===== src/rtl/qupls_writeback_arbiter_pkg.sv =====
// Shared types and sizing for the register-file writeback arbiter.
// Sources queue results; the arbiter drives NWP register-file write ports.
package qupls_writeback_arbiter_pkg;

    localparam int NSRC   = 8;
    localparam int NWP    = 4;
    localparam int WID    = 64;
    localparam int RBIT   = 8;
    localparam int QDEPTH = 2;

    localparam int SRCW  = $clog2(NSRC);
    localparam int QPW   = $clog2(QDEPTH);
    localparam int CNTW  = QPW + 1;
    localparam int PORTW = $clog2(NWP) + 1;

    typedef logic [RBIT:0]  pregno_t;
    typedef logic [WID-1:0] value_t;

endpackage


===== src/rtl/qupls_writeback_arbiter_wb_fifo.sv =====
// Per-source result queue: preg/data pairs, head always visible.
// Pointers wrap naturally; count is one bit wider than the pointers.
module qupls_wb_fifo
    import qupls_writeback_arbiter_pkg::*;
(
    input  logic            clk,
    input  logic            rst,
    input  logic            flush,
    input  logic            push,
    input  logic            pop,
    input  pregno_t         push_preg,
    input  value_t          push_data,
    output pregno_t         head_preg,
    output value_t          head_data,
    output logic [CNTW-1:0] count,
    output logic            full,
    output logic            empty
);

    pregno_t        preg_mem [QDEPTH];
    value_t         data_mem [QDEPTH];
    logic [QPW-1:0] wptr;
    logic [QPW-1:0] rptr;
    logic           do_push;
    logic           do_pop;

    assign full      = (count == CNTW'(QDEPTH));
    assign empty     = (count == '0);
    assign do_push   = push && !full;
    assign do_pop    = pop && !empty;
    assign head_preg = preg_mem[rptr];
    assign head_data = data_mem[rptr];

    // Pointer and occupancy tracking; flush empties the queue.
    always_ff @(posedge clk or posedge rst) begin
        if (rst) begin
            wptr  <= '0;
            rptr  <= '0;
            count <= '0;
        end else if (flush) begin
            wptr  <= '0;
            rptr  <= '0;
            count <= '0;
        end else begin
            if (do_push)
                wptr <= wptr + 1'b1;
            if (do_pop)
                rptr <= rptr + 1'b1;
            count <= count + CNTW'(do_push) - CNTW'(do_pop);
        end
    end

    // Entry storage; contents are meaningless while empty so no reset.
    always_ff @(posedge clk) begin
        if (do_push && !flush) begin
            preg_mem[wptr] <= push_preg;
            data_mem[wptr] <= push_data;
        end
    end

endmodule


===== src/rtl/qupls_writeback_arbiter.sv =====
// Writeback arbiter: rotating-priority grant of queue heads to write
// ports, deferring same-preg conflicts and dropping preg-0 results.
module qupls_writeback_arbiter
    import qupls_writeback_arbiter_pkg::*;
(
    input  logic                     clk,
    input  logic                     rst,
    input  logic                     flush,
    input  logic [NSRC-1:0]          src_valid,
    output logic [NSRC-1:0]          src_ready,
    input  pregno_t [NSRC-1:0]       src_preg,
    input  value_t  [NSRC-1:0]       src_data,
    output logic [NWP-1:0]           wr,
    output pregno_t [NWP-1:0]        wa,
    output value_t  [NWP-1:0]        wd,
    output logic                     busy
);

    pregno_t [NSRC-1:0]        head_preg;
    value_t  [NSRC-1:0]        head_data;
    logic [NSRC-1:0][CNTW-1:0] cnt;
    logic [NSRC-1:0]           full;
    logic [NSRC-1:0]           empty;
    logic [NSRC-1:0]           push;
    logic [NSRC-1:0]           pop;

    logic [SRCW-1:0]           rr;
    logic [SRCW-1:0]           nxt_rr;
    logic [SRCW-1:0]           s;
    logic [PORTW-1:0]          n;
    logic                      hit;
    logic                      any;
    logic [NWP-1:0]            gv;
    pregno_t [NWP-1:0]         gp;
    value_t  [NWP-1:0]         gd;
    logic                      queued;

    for (genvar g = 0; g < NSRC; g++) begin : g_src
        assign src_ready[g] = !full[g] && !rst && !flush;
        assign push[g]      = src_valid[g] && src_ready[g];

        qupls_wb_fifo u_fifo (
            .clk       (clk),
            .rst       (rst),
            .flush     (flush),
            .push      (push[g]),
            .pop       (pop[g]),
            .push_preg (src_preg[g]),
            .push_data (src_data[g]),
            .head_preg (head_preg[g]),
            .head_data (head_data[g]),
            .count     (cnt[g]),
            .full      (full[g]),
            .empty     (empty[g])
        );
    end

    // Rotating scan from rr: drop preg 0, defer same-preg heads, fill ports.
    always_comb begin
        pop    = '0;
        gv     = '0;
        gp     = '0;
        gd     = '0;
        nxt_rr = rr;
        any    = 1'b0;
        n      = '0;
        s      = '0;
        hit    = 1'b0;
        for (int i = 0; i < NSRC; i++) begin
            s = rr + SRCW'(i);
            if (n < PORTW'(NWP) && !empty[s]) begin
                if (head_preg[s] == '0) begin
                    pop[s] = 1'b1;
                    nxt_rr = s + 1'b1;
                    any    = 1'b1;
                end else begin
                    hit = 1'b0;
                    for (int k = 0; k < NWP; k++)
                        if (PORTW'(k) < n && gp[k] == head_preg[s])
                            hit = 1'b1;
                    if (!hit) begin
                        for (int k = 0; k < NWP; k++) begin
                            if (PORTW'(k) == n) begin
                                gv[k] = 1'b1;
                                gp[k] = head_preg[s];
                                gd[k] = head_data[s];
                            end
                        end
                        pop[s] = 1'b1;
                        nxt_rr = s + 1'b1;
                        any    = 1'b1;
                        n      = n + 1'b1;
                    end
                end
            end
        end
    end

    // Register grants onto the write ports; idle ports keep wa/wd.
    always_ff @(posedge clk or posedge rst) begin
        if (rst) begin
            wr <= '0;
            wa <= '0;
            wd <= '0;
            rr <= '0;
        end else if (flush) begin
            wr <= '0;
        end else begin
            wr <= gv;
            for (int k = 0; k < NWP; k++) begin
                if (gv[k]) begin
                    wa[k] <= gp[k];
                    wd[k] <= gd[k];
                end
            end
            if (any)
                rr <= nxt_rr;
        end
    end

    // Busy while anything is queued or a write is on the ports.
    always_comb begin
        queued = 1'b0;
        for (int g = 0; g < NSRC; g++)
            if (cnt[g] != '0)
                queued = 1'b1;
        busy = queued || (|wr);
    end

endmodule


===== config.mk =====
export PLATFORM = sky130hd
export DESIGN_NAME = qupls_writeback_arbiter
export DESIGN_NICKNAME = d
export VERILOG_FILES = /design/src/rtl/qupls_writeback_arbiter_pkg.sv /design/src/rtl/qupls_writeback_arbiter_wb_fifo.sv /design/src/rtl/qupls_writeback_arbiter.sv
export SDC_FILE = /design/constraint.sdc
export NUM_CORES = 2
export LEC_CHECK = 0
export CELL_PAD_IN_SITES_DETAIL_PLACEMENT = 0
export CELL_PAD_IN_SITES_GLOBAL_PLACEMENT = 2
export CORE_MARGIN = 3
export CORE_UTILIZATION = 37
export CTS_CLUSTER_SIZE = 25
export DETAILED_ROUTE_END_ITERATION = 7
export HOLD_SLACK_MARGIN = 0.1
export PLACE_DENSITY_LB_ADDON = 0.1
export SYNTH_ARGS = -nofsm -noshare
export SYNTH_HDL_FRONTEND = slang
export SYNTH_SLANG_ARGS = --single-unit

===== constraint.sdc =====
create_clock -name clk -period 15.3 [get_ports clk]
set_clock_uncertainty 0.15 [all_clocks]
set_input_delay 1.53 -clock clk [delete_from_list [all_inputs] [get_ports clk]]
set_output_delay 1.53 -clock clk [all_outputs]
set_load 0.005 [all_outputs]

; ---- Word level (Yosys, flattened, before mapping)
; Memories as Yosys holds them, arrays and structs flattened.
; Index checks and enable logic that the tools add are counted.
; W data, S select, Z words.
[totals]
n_memories = 16
out_inout_bits = 305
inputBits = 595
reg_bits = 331
ramBits = 1168
[memory_table]
columns = memory, words, word_bits, read_ports, rd_ports_with_merged_regs, write_ports, line_no
row1 = g_src[0].u_fifo.data_mem, 2, 64, 1, 0, 1, qupls_writeback_arbiter_wb_fifo.sv:21  ; value_t data_mem [QDEPTH];
row2 = g_src[1].u_fifo.data_mem, 2, 64, 1, 0, 1, qupls_writeback_arbiter_wb_fifo.sv:21
row3 = g_src[2].u_fifo.data_mem, 2, 64, 1, 0, 1, qupls_writeback_arbiter_wb_fifo.sv:21
row4 = g_src[3].u_fifo.data_mem, 2, 64, 1, 0, 1, qupls_writeback_arbiter_wb_fifo.sv:21
row5 = g_src[4].u_fifo.data_mem, 2, 64, 1, 0, 1, qupls_writeback_arbiter_wb_fifo.sv:21
row6 = g_src[5].u_fifo.data_mem, 2, 64, 1, 0, 1, qupls_writeback_arbiter_wb_fifo.sv:21
row7 = 10 more memories, n/a, n/a, n/a, n/a, n/a, n/a
[classes]
n_eq_ne = 54
n_addsub = 52
reduce_logical = 170
n_mux = 410
bitwise_logic = 8
n_lt_le_gt_ge = 51
[op_table]
columns = op, n
row1 = $mux W256, 21
row2 = $mux W64, 38
row3 = $bmux W64 S3, 8
row4 = $mux W36, 21
row5 = $mux W9, 38
row6 = $eq A9 B9 Y1, 25
row7 = $bmux W9 S3, 8
row8 = $mux W8, 22
row9 = $mux W1, 167
row10 = $mux W3, 41
row11 = $logic_and A1 B1 Y1, 91
row12 = $mux W4, 22
row13 = $logic_not A9 Y1, 8
row14 = $or A8 B8 Y8, 7
row15 = $reduce_bool A2 Y1, 24
row16 = $add A3 B1 Y3 const B, 14
row17 = $eq A2 B3 Y1 const A, 14
row18 = $lt A1 B3 Y1 const A, 14
row19 = $lt A2 B3 Y1 const A, 14
row20 = $lt A3 B4 Y1 const B, 8
row21 = $logic_not A1 Y1, 25
row22 = $bmux W1 S3, 8
row23 = $demux W1 S3, 8
row24 = $ge A3 B1 Y1 const B, 8
row25 = 15 further kinds, 91

; ---- Logic depth before layout (Yosys ltp)
; An unclocked memory read counts as a cell.
[logic_depth]
ltp_word = 86
depth_mapped = 63
mapped_depth_nobuf = 51

; ---- By module
; From an unflattened synthesis, not the netlist that was laid out.
[unflattened]
hier_cells = 8530
area_unflattened_um2 = 102308.1
[by_module_without_submodules]
columns = mod, cells_per_inst, instances, area_each_um2, seq_area_each_um2
row1 = qupls_writeback_arbiter, 6522, 1, 56173.9, 7482.2
row2 = qupls_wb_fifo, 251, 8, 5766.8, 4484.3

; ---- Least setup slack after synthesis
; OpenSTA, ideal clock, no wires.
[synth_timing]
path_type = input to register
from = in rst
to = mem g_src[0].u_fifo.data_mem[0][0] (netlist bit), enable pin
stages = 5
arrival_ns = 13.462
path_buffers = 0
required_time_ns = 14.645
setup_slack_ns = 1.183
cell_sequence = inv_1 -> nand2_1 -> a21oi_1 -> nand2_1 -> nor2_1
[synth_via]
elab_chain_cells = 8
[synth_rtl]
columns = item, line_no
row1 = start: declaration, qupls_writeback_arbiter.sv:7  ; input logic rst,
row2 = $logic_not A1 Y1 (no source line), n/a
row3 = $logic_and A1 B1 Y1 (2 in series), qupls_writeback_arbiter.sv:39  ; assign src_ready[g] = !full[g] && !rst && !flush;
row4 = via src_ready[0], qupls_writeback_arbiter.sv:10  ; output logic [NSRC-1:0] src_ready,
row5 = $logic_and A1 B1 Y1, qupls_writeback_arbiter.sv:40  ; assign push[g] = src_valid[g] && src_ready[g];
row6 = $logic_and A1 B1 Y1, qupls_writeback_arbiter_wb_fifo.sv:29  ; assign do_push = push && !full;
row7 = $logic_and A1 B1 Y1, qupls_writeback_arbiter_wb_fifo.sv:55  ; if (do_push && !flush) begin
row8 = $mux W1, qupls_writeback_arbiter_wb_fifo.sv:55
row9 = $mux W1 (not written as such), qupls_writeback_arbiter_wb_fifo.sv:57  ; data_mem[wptr] <= push_data;
row10 = end: declaration, qupls_writeback_arbiter_wb_fifo.sv:21
; The timed path passes the listed nets, and every way through them passes these cells.

; ---- Worst setup path in the final report
[layout_timing]
from = reg rr[1]
to = reg g_src[2].u_fifo.count[1]
[layout_via]
elab_chain_cells = 85
[layout_rtl]
columns = item, line_no
row1 = start: declaration, qupls_writeback_arbiter.sv:27  ; logic [SRCW-1:0] rr;
row2 = start signal: assignment, qupls_writeback_arbiter.sv:117  ; rr <= nxt_rr;
row3 = $bmux W9 S3, "qupls_writeback_arbiter.sv:72, qupls_writeback_arbiter.sv:85"
row4 = $mux W9 (not written as such), "qupls_writeback_arbiter.sv:72, qupls_writeback_arbiter.sv:85"
row5 = $logic_not A9 Y1, n/a
row6 = $mux W1 or $mux W9 (tied branches), qupls_writeback_arbiter.sv:72  ; if (head_preg[s] == '0) begin
row7 = $mux W3 or $mux W9 (tied branches), qupls_writeback_arbiter.sv:71  ; if (n < PORTW'(NWP) && !empty[s]) begin
row8 = $lt A1 B3 Y1 or $eq A9 B9 Y1 (tied branches), qupls_writeback_arbiter.sv:79  ; if (PORTW'(k) < n && gp[k] == head_preg[s])
row9 = $logic_and A1 B1 Y1, qupls_writeback_arbiter.sv:79
row10 = $mux W1 (4 in series), qupls_writeback_arbiter.sv:79
row11 = [66 not listed], n/a
row12 = $mux W1, qupls_writeback_arbiter.sv:72
row13 = $mux W1, qupls_writeback_arbiter.sv:71
row14 = $mux W8, qupls_writeback_arbiter.sv:81  ; if (!hit) begin
row15 = $mux W8, qupls_writeback_arbiter.sv:72
row16 = $mux W8 (*), qupls_writeback_arbiter.sv:71
row17 = $logic_and A1 B1 Y1 (*), qupls_writeback_arbiter_wb_fifo.sv:30  ; assign do_pop = pop && !empty;
row18 = $sub A2 B1 Y2 (*), qupls_writeback_arbiter_wb_fifo.sv:49  ; count <= count + CNTW'(do_push) - CNTW'(do_pop);
row19 = $mux W2 (*), qupls_writeback_arbiter_wb_fifo.sv:40  ; end else if (flush) begin
row20 = end signal: assignment, qupls_writeback_arbiter_wb_fifo.sv:49
row21 = end: declaration, qupls_writeback_arbiter_wb_fifo.sv:15  ; output logic [CNTW-1:0] count,
; Mark *: on every way between the ends. The rest lies on a longest branch, timed or not. The select of a mux whose other input is x is not followed.
; A chain may end at the register's enable or synchronous reset.

==> out/metrics.yaml <==
run_status:
  outcome: "finished, final reports clean"
die:
  dieArea_mm2: 0.276
  io_pins: 900
  die_h_um: 525
  core_area_mm2: 0.267
  start_util_pct: 37.4
  die_w_um: 525
  std_cell_rows: 189
global_route:
  grt_max_degree: 172
  antenna_found_initial: 21
  grt_pass1_wl_um: 715000
  grt_pass1_vias: 90200
  grt_overflow: 0
  grt_usage_pct: 36.2
synth:
  yosys_warnings: 0
  synth-adder-area-share_pct: 0.502
  postSynthCellCount: 10900
  synthSimpleGateAreaFrac_pct: 15.5
  seq_area_frac_synth_pct: 43.5
  async_flop_share_pct: 22.1
  synth_edf_count: 1168
  muxShareOfSynthArea_pct: 15.1
  synth-seq-cells: 1499
  synth_top_family_by_area: "compound AO/OA/AOI/OAI gates"
  synth_xor_area_share_pct: 1.33
  syn_nets: 11600
  synth_compound_area_share_pct: 20.0
  ys_types: 119
  avgSynthCellArea_um2: 9.12
  synth-main-ff-cell: "edfxtp_1"
  syn_area_mm2: 0.0997
final_layout:
  final_cell_mix: "1708 x nand2_1, 1287 x nor2_1, 1168 x edfxtp_1"
  drive_gt1_share_pct: 12.6
  final_cells: 15300
  final_common_cell: "nand2_1"
  syn2layout_area_growth_pct: 20.6
  fin_nets: 12300
timing:
  fin_tns_setup_ns: 0
  hold_viol: 0
  fmax_mhz: 69.1
  finalSetupViolCount: 0
  drv_slew: 0
  rsz0062_at_grt: "no"
  fin_crit_ns: 14.46
  fin_crit_sh_pct: 94.5
  tightest_slew_ns: 1.29
  maxSlewHeadroom_pct: 13.8
clock_network:
  cts_made_buffers: 173
  cts_tree: "yes"
  postCtsSetupBuffers: 0
  ctsHtreeMaxLevel: 4
  clk_latency_ns: 0.91
  cts.path.max_buffers: 4
  cts_resized: 0
  clkSlewWorstSetupHoldPaths_ns: 0.06
  cts_sinks: 1499
  root_buffer: "clkbuf_16"
  cts-hold-fix-buffers: 0
worst_setup_path:
  worstSetupPathType: "flip-flop to flip-flop"
  startpoint_type: "flip-flop"
  cp_max_fo: 107
  endpoint_kind: "flip-flop"
  cp_slowest_cell: "nor3_1"
  cp.arrival_ns: 14.97
  cpPeakStageDelay_ns: 0.91
  path_common_cell: "buf_4"
  critical_path_required_ns: 15.81
worst_hold_path:
  hold_class: "flip-flop to flip-flop"
flow_run:
  cap_violations: 0
placement:
  hpwl_um: 377000
  gp_congestion: 1.01
  dp.cells: 15000
  io_buffers: 899
detailed_routing:
  routed_wl_um: 520000
  dr.pass1.iters: 6
  viasPerCell: 6.17
  first_iter_violations: 10100
  ant_nets: 0
  num_vias: 94600
  drc: 0
  wire_per_inst_um: 33.9
[cell usage after synthesis (29+ instances only)]
cell          n  area (um^2)
xnor2_1     131         1150
nor4_1       37          231
nand4_1      30          188
edfxtp_1   1168        35100
o31ai_1      77          578
mux4_2       34          766
mux2_2      406         4570
dfrtp_1     331         8280
o2bb2ai_1    71          622
nand2_1    1714         6430
o211a_1      68          681
and3_1       29          181
a21oi_1    1099         5500
a221oi_1     81          709
and2_1       29          181
nor2_1     1305         4900
a22oi_1      31          233
mux2_4       63          946
o21ai_0     823         4120
nand2b_1     91          569
o21a_1      158         1190
buf_2        57          285
buf_4        36          270
clkbuf_1    692         2600
nand3_1     164          821
ha_1         40          500
o221a_1      73          822
mux2i_1     846         8470
o22ai_1     110          688
buf_1       116          435
o211ai_1    225         1690
inv_1        63          236
a311oi_1     70          613
nor3_1      130          651
a211oi_1    103          773
[kinds of logic (layout without fill, tap and decap cells)]
group	after synthesis	in the layout
flip-flops	1499	1499
AO/OA/AOI/OAI	3189	3189
buffers and inverters	992	1835
AND/OR/NAND/NOR	3690	3690
multiplexers	1376	1376
XOR/XNOR	151	151
other	0	12
adder cells (fa/ha/maj)	40	40
[state kept, by name, summed over array words and instances, names as in the netlist]
register / flops
g_src.u_fifo.data_mem: 1024
wd: 256
g_src.u_fifo.preg_mem: 144
wa: 36
g_src.u_fifo.count: 16
g_src.u_fifo.rptr: 8
g_src.u_fifo.wptr: 8
wr: 4
rr: 3
[stage by stage]
step / area (um^2) / worst slack, ns / utilization (%) / hold WS [ns]
after detailed placement: 115000 / 1.11 / 43.0 / 0.328
after CTS: 120000 / 1.04 / 45.1 / 0.342
after global routing: 120000 / 0.150 / 45.1 / 0.365
after global placement: 115000 / 0.983 / 43.0 / 0.322
after floorplan: 99700 / 1.18 / - / 0.324
final: 120000 / 0.835 / 45.1 / 0.346
[metal layers]
metal / vias to the layer above / wire length (um) / global-route usage (%)
li1: 41700 / - / -
met1: 47300 / 216000 / 47.6
met2: 4723 / 238000 / 58.6
met3: 911 / 36600 / 5.02
met4: 0 / 29200 / 17.3
met5: - / 0 / 0
[path summary, 6_finish.rpt]
path	slack, ns	endpoint	cells after the start	from
setup reg to reg	0.84	g_src[2].u_fifo.count[1]	53	rr[1]
min in group asynchronous	0.85	wd[186]	2	rst
hold / removal	0.35	wd[252]	1	wd[252]
hold reg to reg	0.35	wd[252]	1	wd[252]
max in group asynchronous	11.46	wd[82]	5	rst
setup / recovery	0.84	g_src[2].u_fifo.count[1]	53	rr[1]
[area by class of cell]
cell class / count / area [um^2]
fill: 25300 / 146000
multi-input combinational: 8446 / 52900
sequential: 1499 / 43400
timing repair buffer: 1459 / 13700
clock buffer: 209 / 4540
tap: 3533 / 4420
clock inverter: 94 / 982
inverter: 73 / 309
antenna: 12 / 30.0
[worst max-delay path: cells and delay by family, from the launching register on]
| family | cells | cell delay, ns |
|---|---|---|
| AOI/OAI and AO/OA | 15 | 4.76 |
| DFF | 1 | 0.45 |
| adders and majority gates | 4 | 1.02 |
| muxes | 2 | 0.31 |
| xor gates and xnor gates | 2 | 0.30 |
| buffers and inverters | 11 | 2.04 |
| and+or+nand+nor | 19 | 5.17 |
Power is left out: the tool's default activity adds up to more than one toggle a clock period on the data nets, which glitch-free logic cannot reach.
